`config.mk`:
```
export PLATFORM = sky130hd
export DESIGN_NAME = max_pool_streamer_flat
export DESIGN_NICKNAME = d
export VERILOG_FILES = /design/src/rtl/nn_pkg.sv /design/src/rtl/max_pool_streamer_if.sv /design/src/rtl/pool_line_buffer.sv /design/src/rtl/max_pool_streamer.sv /design/src/flat_wrapper.sv
export SDC_FILE = /design/constraint.sdc
export NUM_CORES = 1
export LEC_CHECK = 0
export ABC_AREA = 0
export ABC_CLOCK_PERIOD_IN_PS = 5400
export BUFFER_PORTS_ARGS = -buffer_cell sky130_fd_sc_hd__clkbuf_2
export CORE_MARGIN = 1.5
export CORE_UTILIZATION = 50
export CTS_CLUSTER_DIAMETER = 150
export CTS_CLUSTER_SIZE = 10
export DETAILED_ROUTE_END_ITERATION = 8
export PLACE_DENSITY_LB_ADDON = 0.15
export SYNTH_ARGS = -nofsm -noshare
export SYNTH_HDL_FRONTEND = slang
export SYNTH_SLANG_ARGS = --single-unit
```
`constraint.sdc`:
```
create_clock -name i_clk -period 5.4 [get_ports i_clk]
set_input_delay 1.08 -clock i_clk [delete_from_list [all_inputs] [get_ports i_clk]]
set_output_delay 1.08 -clock i_clk [all_outputs]
set_load 0.005 [all_outputs]
```
`src/rtl/nn_pkg.sv`:
```
// Shared fixed-point sample definitions for the pooling/NN datapath.
package nn_pkg;
  localparam int INTEGER_BITS     = 9;
  localparam int FIXED_POINT_BITS = 4;
  localparam int SAMPLE_W         = INTEGER_BITS + FIXED_POINT_BITS;
  localparam int DEF_IN_DIM       = 12;
  localparam int DEF_POOL_DIM     = DEF_IN_DIM / 2;

  typedef logic signed [SAMPLE_W-1:0] sample_t;

  // Ties return a, so the earlier operand wins when values are equal.
  function automatic sample_t smax(sample_t a, sample_t b);
    return (b > a) ? b : a;
  endfunction
endpackage

```
`src/rtl/max_pool_streamer_if.sv`:
```
// Conv-sample input and pooled-sample output stream; no backpressure.
interface max_pool_streamer_if import nn_pkg::*; ();
  sample_t conv_output;
  logic    conv_output_valid;
  sample_t pool_output;
  logic    pool_output_valid;
  logic    frame_done;

  modport master (output conv_output, conv_output_valid,
                  input  pool_output, pool_output_valid, frame_done);
  modport slave  (input  conv_output, conv_output_valid,
                  output pool_output, pool_output_valid, frame_done);
endinterface

```
`src/rtl/pool_line_buffer.sv`:
```
// Holds one row of horizontal pair maxima until the matching odd row arrives.
module pool_line_buffer import nn_pkg::*; #(
  parameter int DEPTH = DEF_POOL_DIM,
  parameter int AW    = 3
) (
  input  logic          i_clk,
  input  logic          i_reset,
  input  logic          we,
  input  logic [AW-1:0] waddr,
  input  sample_t       wdata,
  input  logic [AW-1:0] raddr,
  output sample_t       rdata
);
  sample_t mem [DEPTH];

  always_ff @(posedge i_clk or posedge i_reset) begin
    if (i_reset) begin
      for (int i = 0; i < DEPTH; i++) mem[i] <= '0;
    end else if (we) begin
      mem[waddr] <= wdata;
    end
  end

  assign rdata = mem[raddr];
endmodule

```
`src/rtl/max_pool_streamer.sv`:
```
// 2x2 stride-2 max pool with optional ReLU over a raster-scan feature map.
module max_pool_streamer import nn_pkg::*; #(
  parameter int IN_DIM  = DEF_IN_DIM,
  parameter bit RELU_EN = 1'b1
) (
  input logic i_clk,
  input logic i_reset,
  max_pool_streamer_if.slave bus
);
  localparam int POOL_DIM = IN_DIM / 2;
  localparam int N_OUT    = POOL_DIM * POOL_DIM;
  localparam int CW       = (IN_DIM > 1)   ? $clog2(IN_DIM)   : 1;
  localparam int AW       = (POOL_DIM > 1) ? $clog2(POOL_DIM) : 1;
  localparam int OW       = (N_OUT > 1)    ? $clog2(N_OUT)    : 1;

  logic [CW-1:0] in_col, in_row;
  logic [OW-1:0] out_cnt;
  logic [AW-1:0] lb_idx;
  sample_t       pair_reg, pair_max, lb_rd, win_max, result;
  logic          accept, lb_we, emit;

  assign accept = bus.conv_output_valid;
  assign lb_idx = AW'(in_col >> 1);
  assign lb_we  = accept &  in_col[0] & ~in_row[0];
  assign emit   = accept &  in_col[0] &  in_row[0];

  always_comb begin
    pair_max = smax(pair_reg, bus.conv_output);
    win_max  = smax(lb_rd, pair_max);
    result   = (RELU_EN && (win_max < 0)) ? '0 : win_max;
  end

  pool_line_buffer #(.DEPTH(POOL_DIM), .AW(AW)) u_lb (
    .i_clk   (i_clk),
    .i_reset (i_reset),
    .we      (lb_we),
    .waddr   (lb_idx),
    .wdata   (pair_max),
    .raddr   (lb_idx),
    .rdata   (lb_rd)
  );

  // Raster position of the next sample; wraps straight into the next frame.
  always_ff @(posedge i_clk or posedge i_reset) begin
    if (i_reset) begin
      in_col <= '0;
      in_row <= '0;
    end else if (accept) begin
      if (in_col == CW'(IN_DIM - 1)) begin
        in_col <= '0;
        in_row <= (in_row == CW'(IN_DIM - 1)) ? '0 : in_row + 1'b1;
      end else begin
        in_col <= in_col + 1'b1;
      end
    end
  end

  always_ff @(posedge i_clk or posedge i_reset) begin
    if (i_reset)                  pair_reg <= '0;
    else if (accept && !in_col[0]) pair_reg <= bus.conv_output;
  end

  always_ff @(posedge i_clk or posedge i_reset) begin
    if (i_reset) begin
      bus.pool_output       <= '0;
      bus.pool_output_valid <= 1'b0;
      bus.frame_done        <= 1'b0;
      out_cnt               <= '0;
    end else begin
      bus.pool_output_valid <= emit;
      bus.frame_done        <= emit && (out_cnt == OW'(N_OUT - 1));
      if (emit) begin
        bus.pool_output <= result;
        out_cnt         <= (out_cnt == OW'(N_OUT - 1)) ? '0 : out_cnt + 1'b1;
      end
    end
  end
endmodule

```
`src/flat_wrapper.sv`:
```
// flat-port wrapper written by rule: the top's interface ports become plain ports
module max_pool_streamer_flat import nn_pkg::*;
#(
  parameter int IN_DIM  = DEF_IN_DIM,
  parameter bit RELU_EN = 1'b1
)
  (i_clk, i_reset, bus_conv_output, bus_conv_output_valid, bus_pool_output, bus_pool_output_valid, bus_frame_done);
  max_pool_streamer_if bus_i ();
  input logic i_clk;
  input logic i_reset;
  input wire logic [$bits(bus_i.conv_output)-1:0] bus_conv_output;
  input wire logic [$bits(bus_i.conv_output_valid)-1:0] bus_conv_output_valid;
  output wire logic [$bits(bus_i.pool_output)-1:0] bus_pool_output;
  output wire logic [$bits(bus_i.pool_output_valid)-1:0] bus_pool_output_valid;
  output wire logic [$bits(bus_i.frame_done)-1:0] bus_frame_done;
  assign bus_i.conv_output = bus_conv_output;
  assign bus_i.conv_output_valid = bus_conv_output_valid;
  assign bus_pool_output = bus_i.pool_output;
  assign bus_pool_output_valid = bus_i.pool_output_valid;
  assign bus_frame_done = bus_i.frame_done;
  max_pool_streamer #(.IN_DIM(IN_DIM), .RELU_EN(RELU_EN)) u_core (.i_clk(i_clk), .i_reset(i_reset), .bus(bus_i));
endmodule
```
==> results by group, run 1 <==
Clock tree
  • Quantity of gates resized following cts: 0
  • Cts bufs inserted: 17
  • Post-CTS Setup Repair Bufs: 0
  • Clock Path Buffers: 2
  • Clock-pin slew on the worst setup and hold paths: 50 ps
  • Clk root buf: clkbuf_16
  • H-tree Lvls: 4
  • Clk sink count: 119
  • Worst-skew pair later-pin latency: 420 ps
  • Hold buffer count at CTS: 0
  • CTS tree: done

Global route
  • Met3 track demand over resource: 6.00%
  • First-pass GRT wire length: 24.3 mm
  • Met2 GRT Util: 39.5%
  • Total GRT Usage: 24.8%
  • Largest net degree at the start of global routing: 64
  • GRT Max-Usage Layer: met2
  • Routing usage on met1: 32.9%
  • Initial antenna violation count: 0
  • Vias in the first global route: 4,696
  • Grt ovf: 0

Synth
  • Compound-Gate Fraction of Synth Area: 16.5%
  • #FFs+latches synth: 119
  • Mean post-synth cell area: 9.58 um2
  • Top cells by count, synth: dfrtp_1, nand2_1, o21ai_0
  • Post-Synth Simple-Gate Area: 13.9%
  • Most common cell in the netlist: dfrtp_1
  • Post-synthesis mux area share: 9.45%
  • Yosys cell types: 47
  • Post-Synth XOR/XNOR Area: 0.289%
  • Main combinational cell family by area after synthesis: compound AO/OA/AOI/OAI gates
  • Total nets after synthesis: 678
  • Cells after synthesis: 633
  • Post-synth top flop: dfrtp_1
  • Post-Syn Area: 6060 um2
  • Warnings from Yosys: 0
  • Post-synth EDFFs: 0
  • Seq/Total Area, Yosys: 49.1%
  • Synth top area share: 49.1%
  • Post-Synth Adder-Cell Area: 5.98%
  • Synth top area cells: dfrtp_1, o21ai_0, nand2_1
  • Async set-or-reset flop fraction in the synthesized netlist: 100%
  • Library cell with the largest summed area after synthesis: dfrtp_1

Die
  • Die W: 113 um
  • Core Area: 11,900 um2
  • Initial Utilization: 50.9%
  • Standard-cell rows: 40
  • Die area: 12,800 um2
  • Io pins: 31
  • Die Ht: 113 um

Pwr
  • Pint: 2.65 mW
  • Sequential Power Share: 35.0%
  • Switching part of the total: 39.0%
  • Gate power share: 40.7%
  • P per Cell Area: 629 nW/um2
  • VDD IR max: 0.000354 V
  • Clock power frac: 24.3%
  • NetSw: 1.70 mW
  • Pleak: 3.20 nW

Final layout
  • N_diodes: 0
  • Final Core Density: 58.1%
  • Layout cells sized above 1: 14.1%
  • Nets: 704
  • Largest register FFs: 78
  • Syn-to-layout area delta: 14.2%

Worst setup path
  • Worst-path maximum fanout: 12
  • RR Startpoint: u_core.pair_reg[3]
  • Crit Path Category: in -> reg
  • Critical-path top delay cell: nand4b_1
  • Arrival @ worst endpoint: 5230 ps
  • Worst-path cell chain: clkbuf_2 > ha_1 > nand3_1 > o21bai_1 > a311oi_1 > nor3_1 > o22ai_2 > buf_4 > mux2i_4 > inv_1 > ha_1 > a21oi_1 > o21ai_0 > a311oi_1 > o21ai_0 > a21oi_1 > nand4b_1 > o221ai_1
  • Req. time, crit path: 5710 ps
  • CP Buf/Inv Count: 3
  • CP top delay family: compound AO/OA/AOI/OAI gates
  • CP endpoint kind: flop
  • Critical Path Start Type: input port
  • Max incr delay on CP: 510 ps
  • Worst Setup SP: bus_conv_output[4]

STA
  • Setup-failing EPs final: 0
  • RSZ-0062 raised after global routing: no
  • Setup TNS Final: 0 ps
  • Minimum clock period: 4920 ps
  • Tcrit/Tclk final: 91.2%
  • Fmax: 203 MHz
  • Number of hold violations in the final report: 0
  • Worst Tran Pin Value: 1170 ps
  • Clock Skew: 5.93 ps
  • Relative slew margins: 21.4%
  • Max-slew violations: 0

Detailed routing
  • Mean number of vias per cell: 5.71
  • Residual DRC count: 0
  • Wirelength per Cell: 17.7 um
  • Final ANT Viol Nets: 0
  • DRT Pass-1 Iters: 5
  • Final WL: 14.5 mm
  • Total number of vias: 4,675
  • 1st-iter DRT viols: 253

Job
  • Max-cap violations: 0

Worst hold path
  • Min-delay src: u_core.u_lb.mem[56]
  • HP Class: reg -> reg

Run status
  • Status: finished clean

Place
  • Buffers on Ports: 29
  • Detailed placer's ending HPWL: 9.62 mm
  • Routability cong.: 0.807
==> tightest hold or removal path: stages, from the launching register on <==
cell and delay [ps]:
dfrtp_1 330, nand2_1 50, o21ai_0 60
==> final timing paths <==
check / end / slack, ps / cells past startpoint
worst max-delay path: u_core.bus.pool_output[5] / 480 / 18
worst min-delay path: u_core.u_lb.mem[56] / 480 / 2
worst max register to register: u_core.bus.pool_output[5] / 800 / 18
worst min register to register: u_core.u_lb.mem[56] / 480 / 2
max in group asynchronous: u_core.u_lb.mem[22] / 3320 / 3
min in group asynchronous: u_core.u_lb.mem[0] / 800 / 2
==> power groups by stage <==
| stage | Combinational, mW | Clock (mW) | Sequential (mW) |
|---|---|---|---|
| 2_1_floorplan | 1.32 | 0 | 1.46 |
| 3_3_place_gp | 1.71 | 0 | 1.51 |
| 3_5_place_dp | 1.77 | 0 | 1.53 |
| 4_1_cts | 1.78 | 1.07 | 1.52 |
| 5_1_grt | 2.02 | 1.11 | 1.57 |
| 6_report | 1.77 | 1.06 | 1.52 |
==> cells by family (layout without fill, tap and decap cells) <==
group	Yosys count	in the layout
muxes	43	43
adders and majority gates	29	29
DFF	119	119
AOI/OAI and AO/OA	176	176
xor gates and xnor gates	2	2
buffers and inverters	68	107
and+or+nand+nor	195	195
other	1	1
==> layout make-up <==
class,count,area (um2)
inverters,32,123
clock buffers,20,457
multi-input cells,446,2830
fillers,1045,4990
clock inverters,12,103
repair buffers,43,250
flip-flops and latches,119,2980
well taps,147,184
==> placed cells by master, fill, tap and decap left out, types with 3 or more instances in the layout <==
| cell | count |
|---|---|
| dfrtp_1 | 119 |
| nand2_1 | 106 |
| o21ai_0 | 83 |
| a21oi_1 | 50 |
| nor2_1 | 47 |
| inv_1 | 31 |
| ha_1 | 29 |
| clkbuf_2 | 29 |
| mux2i_1 | 28 |
| clkbuf_16 | 17 |
| buf_4 | 14 |
| o221ai_1 | 13 |
| o211ai_1 | 12 |
| mux2i_4 | 10 |
| nand3_1 | 8 |
| nor3_1 | 7 |
| nand4_1 | 5 |
| nand2b_1 | 5 |
| clkinv_2 | 5 |
| a21o_1 | 4 |
| o21ai_1 | 4 |
| mux2_2 | 4 |
| clkinvlp_4 | 4 |
| nor2b_1 | 3 |
| and3_1 | 3 |
==> metrics by stage <==
step / worst slack, ps / power [mW] / instance area [um2] / cells / hold slack, ps
global route: 56.7 / 4.70 / 6920 / 819 / 505
detailed placement: 61.8 / 3.30 / 6360 / 787 / 471
CTS: 496 / 4.38 / 6920 / 819 / 483
global placement: 257 / 3.23 / 6360 / 787 / 460
finish: 477 / 4.35 / 6920 / 819 / 480
floorplan: 851 / 2.78 / 6060 / 633 / 445
==> per-layer routing <==
metal	routed length, um	up-vias
met2	6850	115
li1	-	2259
met5	0	-
met3	692	27
met4	330	0
met1	6610	2274
Power figures use the tool's default switching activity.
==> run 2, diff against run 1 <==
--- a/config.mk
+++ b/config.mk
@@ -16,4 +16,5 @@
 export PLACE_DENSITY_LB_ADDON = 0.15
 export SYNTH_ARGS = -nofsm -noshare
 export SYNTH_HDL_FRONTEND = slang
+export SYNTH_HIERARCHICAL = 1
 export SYNTH_SLANG_ARGS = --single-unit
==> run 2 against run 1 <==
Net effect: clock-buffer cell count fell by 2; synthesized cell count fell by 14%; via count fell by 9.6%; flip-flop and latch count did not move; final area rose by 2.8%; critical path type unchanged; sequential share of layout area fell by 1.2 points; die area rose by 2.7%; global-route usage fell by 2.0 points; wire length fell by 6.8%; first-iteration DRC count fell by 6.3%; highest routed layer unchanged; utilization rose by 0.91 points; maximum frequency fell by 2.6%.
==> results by group, run 2 <==
Detailed routing
  • Residual DRC count: 0 (unchanged)
  • Total number of vias: 4,225 (-9.6%)
  • Wirelength per Cell: 17.7 um (+0.33%)
  • DRT Pass-1 Iters: 5 (unchanged)
  • Mean number of vias per cell: 5.55 (-2.7%)
  • Final ANT Viol Nets: 0 (unchanged)
  • Final WL: 13.5 mm (-6.8%)
  • 1st-iter DRT viols: 237 (-6.3%)

Clock tree
  • H-tree Lvls: 4 (unchanged)
  • Clk root buf: clkbuf_16
  • Quantity of gates resized following cts: 0 (unchanged)
  • CTS tree: done
  • Worst-skew pair later-pin latency: 430 ps (about the same)
  • Clock-pin slew on the worst setup and hold paths: 60 ps (about the same)
  • Cts bufs inserted: 17 (unchanged)
  • Hold buffer count at CTS: 0 (unchanged)
  • Clock Path Buffers: 2 (unchanged)
  • Clk sink count: 119 (unchanged)
  • Post-CTS Setup Repair Bufs: 0 (unchanged)

Global route
  • Total GRT Usage: 22.8% (-2.0 points)
  • First-pass GRT wire length: 22.5 mm (-7.3%)
  • Vias in the first global route: 4,399 (-6.3%)
  • Grt ovf: 0 (unchanged)
  • Largest net degree at the start of global routing: 52 (-19%)
  • Initial antenna violation count: 0 (unchanged)

Synth
  • Post-Synth Simple-Gate Area: 8.39% (-5.6 points)
  • Most common cell in the netlist: dfrtp_1
  • #FFs+latches synth: 119 (unchanged)
  • Post-Synth Adder-Cell Area: 5.82% (-0.16 points)
  • Synth top area share: 47.8% (-1.3 points)
  • Cells after synthesis: 546 (-14%)
  • Compound-Gate Fraction of Synth Area: 9.65% (-6.9 points)
  • Async set-or-reset flop fraction in the synthesized netlist: 100% (unchanged)
  • Mean post-synth cell area: 11.4 um2 (+19%)
  • Seq/Total Area, Yosys: 47.8% (-1.3 points)
  • Top cells by count, synth: dfrtp_1, mux2_2, mux2i_1
  • Main combinational cell family by area after synthesis: multiplexers
  • Post-synth top flop: dfrtp_1
  • Post-Synth XOR/XNOR Area: 0.562% (+0.27 points)
  • Total nets after synthesis: 591 (-13%)
  • Library cell with the largest summed area after synthesis: dfrtp_1
  • Yosys cell types: 48 (+2.1%)
  • Post-synth EDFFs: 0 (unchanged)
  • Warnings from Yosys: 6 (+6)
  • Post-synthesis mux area share: 23.0% (+14 points)
  • Post-Syn Area: 6230 um2 (+2.8%)
  • Synth top area cells: dfrtp_1, mux2_2, mux2i_1

Place
  • Post-DP Area: 6540 um2 (+2.7%)
  • Post-Place Cells: 729 (-7.4%)
  • Detailed placer's ending HPWL: 9.12 mm (-5.2%)
  • Buffers on Ports: 29 (unchanged)
  • Routability cong.: 0.805 (-0.22%)

Worst setup path
  • Crit Path Category: in -> reg
  • Critical Path Start Type: input port
  • CP endpoint kind: flop
  • Req. time, crit path: 5650 ps (-60 ps)
  • Arrival @ worst endpoint: 5300 ps (+70 ps)
  • Worst-path maximum fanout: 12 (unchanged)

Die
  • Io pins: 31 (unchanged)
  • Initial Utilization: 51.7% (+0.78 points)
  • Standard-cell rows: 40 (unchanged)
  • Die W: 115 um (+1.4%)
  • Core Area: 12,100 um2 (+1.3%)
  • Die Ht: 115 um (+1.4%)
  • Die area: 13,100 um2 (+2.7%)

STA
  • RSZ-0062 raised after global routing: no
  • Max-slew violations: 0 (unchanged)
  • Relative slew margins: 20.9% (-0.43 points)
  • Number of hold violations in the final report: 0 (unchanged)
  • Tcrit/Tclk final: 93.6% (+2.5 points)
  • Worst Tran Pin Value: 1180 ps (+7.62 ps)
  • Clock Skew: 9.75 ps (+3.82 ps)
  • Fmax: 198 MHz (-2.6%)
  • Minimum clock period: 5060 ps (+132 ps)
  • Setup-failing EPs final: 0 (unchanged)

Pwr
  • P per Cell Area: 634 nW/um2 (+0.82%)
  • VDD IR max: 0.000294 V (-17%)
  • Pleak: 3.31 nW (+3.5%)
  • Total power: 4.51 mW (+3.7%)

Final layout
  • Final Core Density: 59.0% (+0.91 points)
  • Commonest cells after routing, fill and taps aside: dfrtp_1, mux2_2, mux2i_1
  • Nets: 625 (-11%)
  • Commonest non-fill, non-tap cell in the layout: dfrtp_1
  • N_diodes: 0 (unchanged)
  • Largest register FFs: 78 (unchanged)
  • Post-Layout Cell Count: 761 (-7.1%)
  • Layout cells sized above 1: 27.2% (+13 points)
  • Fin area: 7120 um2 (+2.8%)
  • Syn-to-layout area delta: 14.2% (about the same)

Job
  • Max-cap violations: 0 (unchanged)

Worst hold path
  • HP Class: reg -> reg

Run status
  • Status: finished clean
run 2: metal layers:
| metal | track usage (%) | wire length (um) | up-vias |
|---|---|---|---|
| met5 | 0 | 0 | - |
| met4 | 9.25 | 204 | 0 |
| met2 | 35.9 | 6550 | 64 |
| met3 | 5.08 | 385 | 15 |
| met1 | 30.5 | 6360 | 2111 |
| li1 | - | - | 2035 |
run 2: through the flow:
step | worst slack, ps | hold WS [ps] | TNS, ps
2_1_floorplan | 540 | 453 | 0
3_3_place_gp | 258 | 474 | 0
3_5_place_dp | -52.0 | 476 | -253
4_1_cts | 390 | 488 | 0
5_1_grt | 1.65 | 515 | 0
6_report | 345 | 486 | 0
run 2: cell type report:
type	instances	area (um2)
inverters	43	161
multi-input cells	359	2960
flip-flops and latches	119	2980
fillers	1016	4940
clock inverters	14	153
clock buffers	18	429
well taps	168	210
repair buffers	40	228
run 2: path summary, 6_finish.rpt:
| kind | from | endpoint | slack (ps) | depth (start not counted) |
|---|---|---|---|---|
| min in group asynchronous | i_reset | u_core/in_col[3] | 780 | 3 |
| worst min register to register | u_core/out_cnt[4] | u_core/out_cnt[4] | 490 | 1 |
| worst min-delay path | u_core/out_cnt[4] | u_core/out_cnt[4] | 490 | 1 |
| worst max-delay path | bus_conv_output[12] | u_core/bus.pool_output[6] | 340 | 17 |
| worst max register to register | u_core/pair_reg[12] | u_core/bus.pool_output[6] | 660 | 17 |
| max in group asynchronous | i_reset | u_core/u_lb/mem[54] | 3540 | 3 |
run 2: worst max-delay path, stage by stage:
cell      delay (ps)
clkbuf_2         110
ha_1             420
nand4_1          220
a311o_1          380
and2_1           190
o211ai_1         240
buf_4            220
mux2i_1          270
inv_1            170
ha_1             330
nand4_1          130
nor3_1           280
o21a_1           180
a211o_1          140
nand3_1          100
nor2_1           630
a221oi_1         230
run 2: power by group:
| part | total, mW | leakage, nW | switching [mW] | internal, mW |
|---|---|---|---|---|
| Clock | 1.11 | 0.273 | 0.426 | 0.680 |
| Combinational | 1.87 | 1.54 | 0.999 | 0.872 |
| Sequential | 1.53 | 1.50 | 0.263 | 1.27 |
run 2: cell families after synthesis:
logic type      after synthesis
mux                         133
flops                       119
simple gates                104
compound gates               88
buf+inv                      68
fa+ha+maj                    29
xor+xnor                      4
other cells                   1
==> run 3, diff against run 2 <==
--- a/config.mk
+++ b/config.mk
@@ -5,9 +5,10 @@
 export SDC_FILE = /design/constraint.sdc
 export NUM_CORES = 1
 export LEC_CHECK = 0
-export ABC_AREA = 0
 export ABC_CLOCK_PERIOD_IN_PS = 5400
 export BUFFER_PORTS_ARGS = -buffer_cell sky130_fd_sc_hd__clkbuf_2
+export CELL_PAD_IN_SITES_DETAIL_PLACEMENT = 0
+export CELL_PAD_IN_SITES_GLOBAL_PLACEMENT = 1
 export CORE_MARGIN = 1.5
 export CORE_UTILIZATION = 50
 export CTS_CLUSTER_DIAMETER = 150
==> run 3 against run 2 <==
Net effect: final area grew 0.91%; hold slack worse by 1.5 ps; maximum frequency up 3.5%; critical path type unchanged.
==> results by group, run 3 (synthesis results as in run 2) <==
Run status
  • Status: finished clean

Die
  • Die W: 115 um (unchanged)
  • Die area: 13,100 um2 (unchanged)
  • Io pins: 31 (unchanged)
  • Standard-cell rows: 40 (unchanged)
  • Die Ht: 115 um (unchanged)
  • Initial Utilization: 51.7% (unchanged)
  • Core Area: 12,100 um2 (unchanged)

Clock tree
  • CTS tree: done
  • Clk sink count: 119 (unchanged)
  • Clock-pin slew on the worst setup and hold paths: 50 ps (about the same)
  • Clock Path Buffers: 2 (unchanged)
  • Hold buffer count at CTS: 0 (unchanged)
  • H-tree Lvls: 4 (unchanged)
  • Clk root buf: clkbuf_16
  • Cts bufs inserted: 17 (unchanged)
  • Worst-skew pair later-pin latency: 420 ps (about the same)

Final layout
  • Commonest non-fill, non-tap cell in the layout: dfrtp_1
  • Layout cells sized above 1: 27.3% (+0.20 points)
  • Post-Layout Cell Count: 764 (+0.39%)
  • Syn-to-layout area delta: 15.3%
  • Largest register FFs: 78 (unchanged)
  • Commonest cells after routing, fill and taps aside: dfrtp_1, mux2_2, mux2i_1
  • N_diodes: 0 (unchanged)
  • Nets: 628 (+0.48%)

Global route
  • Largest net degree at the start of global routing: 42 (-19%)
  • Total GRT Usage: 23.2% (+0.48 points)
  • Initial antenna violation count: 0 (unchanged)
  • First-pass GRT wire length: 23.2 mm (+2.9%)
  • Grt ovf: 0 (unchanged)
  • Vias in the first global route: 4,539 (+3.2%)

STA
  • RSZ-0062 raised after global routing: no
  • Number of hold violations in the final report: 0 (unchanged)
  • Relative slew margins: 24.9% (+3.9 points)
  • Max-slew violations: 0 (unchanged)
  • Minimum clock period: 4890 ps (-170 ps)
  • Setup-failing EPs final: 0 (unchanged)
  • Tcrit/Tclk final: 90.5% (-3.2 points)
  • Setup TNS Final: 0 ps (unchanged)
  • Worst Tran Pin Value: 1120 ps (-58.8 ps)
  • Final worst slack: 515 ps (+170 ps)
  • Clock Skew: 9.60 ps (-0.147 ps)
  • Fmax: 205 MHz (+3.5%)

Worst setup path
  • Critical Path Start Type: input port
  • R2R Setup Slk: 860 ps (+200 ps)
  • Req. time, crit path: 5710 ps (+60 ps)
  • CP endpoint kind: flop
  • Crit Path Category: in -> reg
  • Worst-path maximum fanout: 12 (unchanged)
  • Arrival @ worst endpoint: 5190 ps (-110 ps)

Job
  • Max-cap violations: 0 (unchanged)

Place
  • Buffers on Ports: 29 (unchanged)
  • Pre-CTS setup slack: 36.0 ps (+88.0 ps)
  • Detailed placer's ending HPWL: 9.27 mm (+1.7%)
  • Routability cong.: 0.843 (+4.7%)
  • Post-Place Cells: 732 (+0.41%)

Pwr
  • Pleak: 3.35 nW (+1.2%)
  • P per Cell Area: 641 nW/um2 (+1.2%)
  • VDD IR max: 0.000357 V (+21%)

Detailed routing
  • Total number of vias: 4,282 (+1.3%)
  • Mean number of vias per cell: 5.60 (+0.95%)
  • Final ANT Viol Nets: 0 (unchanged)
  • DRT Pass-1 Iters: 5 (unchanged)
  • Wirelength per Cell: 17.9 um (+1.1%)
  • Final WL: 13.7 mm (+1.5%)
  • Residual DRC count: 0 (unchanged)
  • 1st-iter DRT viols: 246 (+3.8%)

Worst hold path
  • HP Class: reg -> reg
## run 3: cell count changes in the layout (fill, tap and decap cells not counted), sizes merged
cell,previous run,this run
buf,11,14
bufinv,2,4
clkbuf,47,50
clkinv,7,4
clkinvlp,4,2
## run 3: path summary, 6_finish.rpt
path                                     start                   endpoint  cells after the start
setup reg to reg           u_core/pair_reg[12]  u_core/bus.pool_output[9]                     17
max in group asynchronous              i_reset        u_core/u_lb/mem[52]                      3
hold / removal               u_core/out_cnt[4]          u_core/out_cnt[4]                      1
min in group asynchronous              i_reset           u_core/in_col[3]                      3
hold reg to reg              u_core/out_cnt[4]          u_core/out_cnt[4]                      1
setup / recovery            bus_conv_output[4]  u_core/bus.pool_output[9]                     18
## run 3: worst max-delay path, cell delays in order
cell and delay, ps:
clkbuf_2 100, ha_1 310, nand3_1 110, o21bai_1 180, a311o_1 410, and2_1 190, o211ai_1 210, buf_4 220
mux2i_1 260, inv_1 120, ha_1 310, nand4_1 130, nor3_1 310, o21a_1 180, a211o_1 130, nand3_1 120
o31a_1 480, a221oi_1 330
## run 3: repair_timing
action                                  4_1_cts  5_1_grt
gates resized for setup                       0        1
setup buffers                                 0        0
endpoints found under the setup margin        0        3
## run 3: where the power goes
part           total, mW  internal [mW]  switching, mW
Combinational       1.91          0.885           1.02
Clock               1.19          0.785          0.405
Sequential          1.51           1.27          0.239
## run 3: final cells by class
type / instances / area, um2
Tap cell: 168 / 210
Clock buffer: 21 / 450
Inverter: 43 / 161
Timing Repair Buffer: 43 / 250
Sequential cell: 119 / 2980
Multi-Input combinational cell: 359 / 2960
Clock inverter: 11 / 171
Fill cell: 970 / 4880
## run 3: metrics by stage
stage	power (mW)	hold WS [ps]	utilization [%]	cell area, um2
global placement	3.37	469	54.4	6560
CTS	4.64	491	59.6	7180
global route	4.97	501	59.6	7190
floorplan	2.87	453	-	6230
detailed placement	3.42	483	54.4	6560
finish	4.61	485	59.6	7190
## run 3: per-layer routing
metal | wire, um | vias up | track usage [%]
met5 | 0 | - | 0
met3 | 453 | 20 | 6.88
met2 | 6490 | 78 | 37.0
met4 | 233 | 0 | 7.08
met1 | 6510 | 2143 | 30.8
li1 | - | 2041 | -
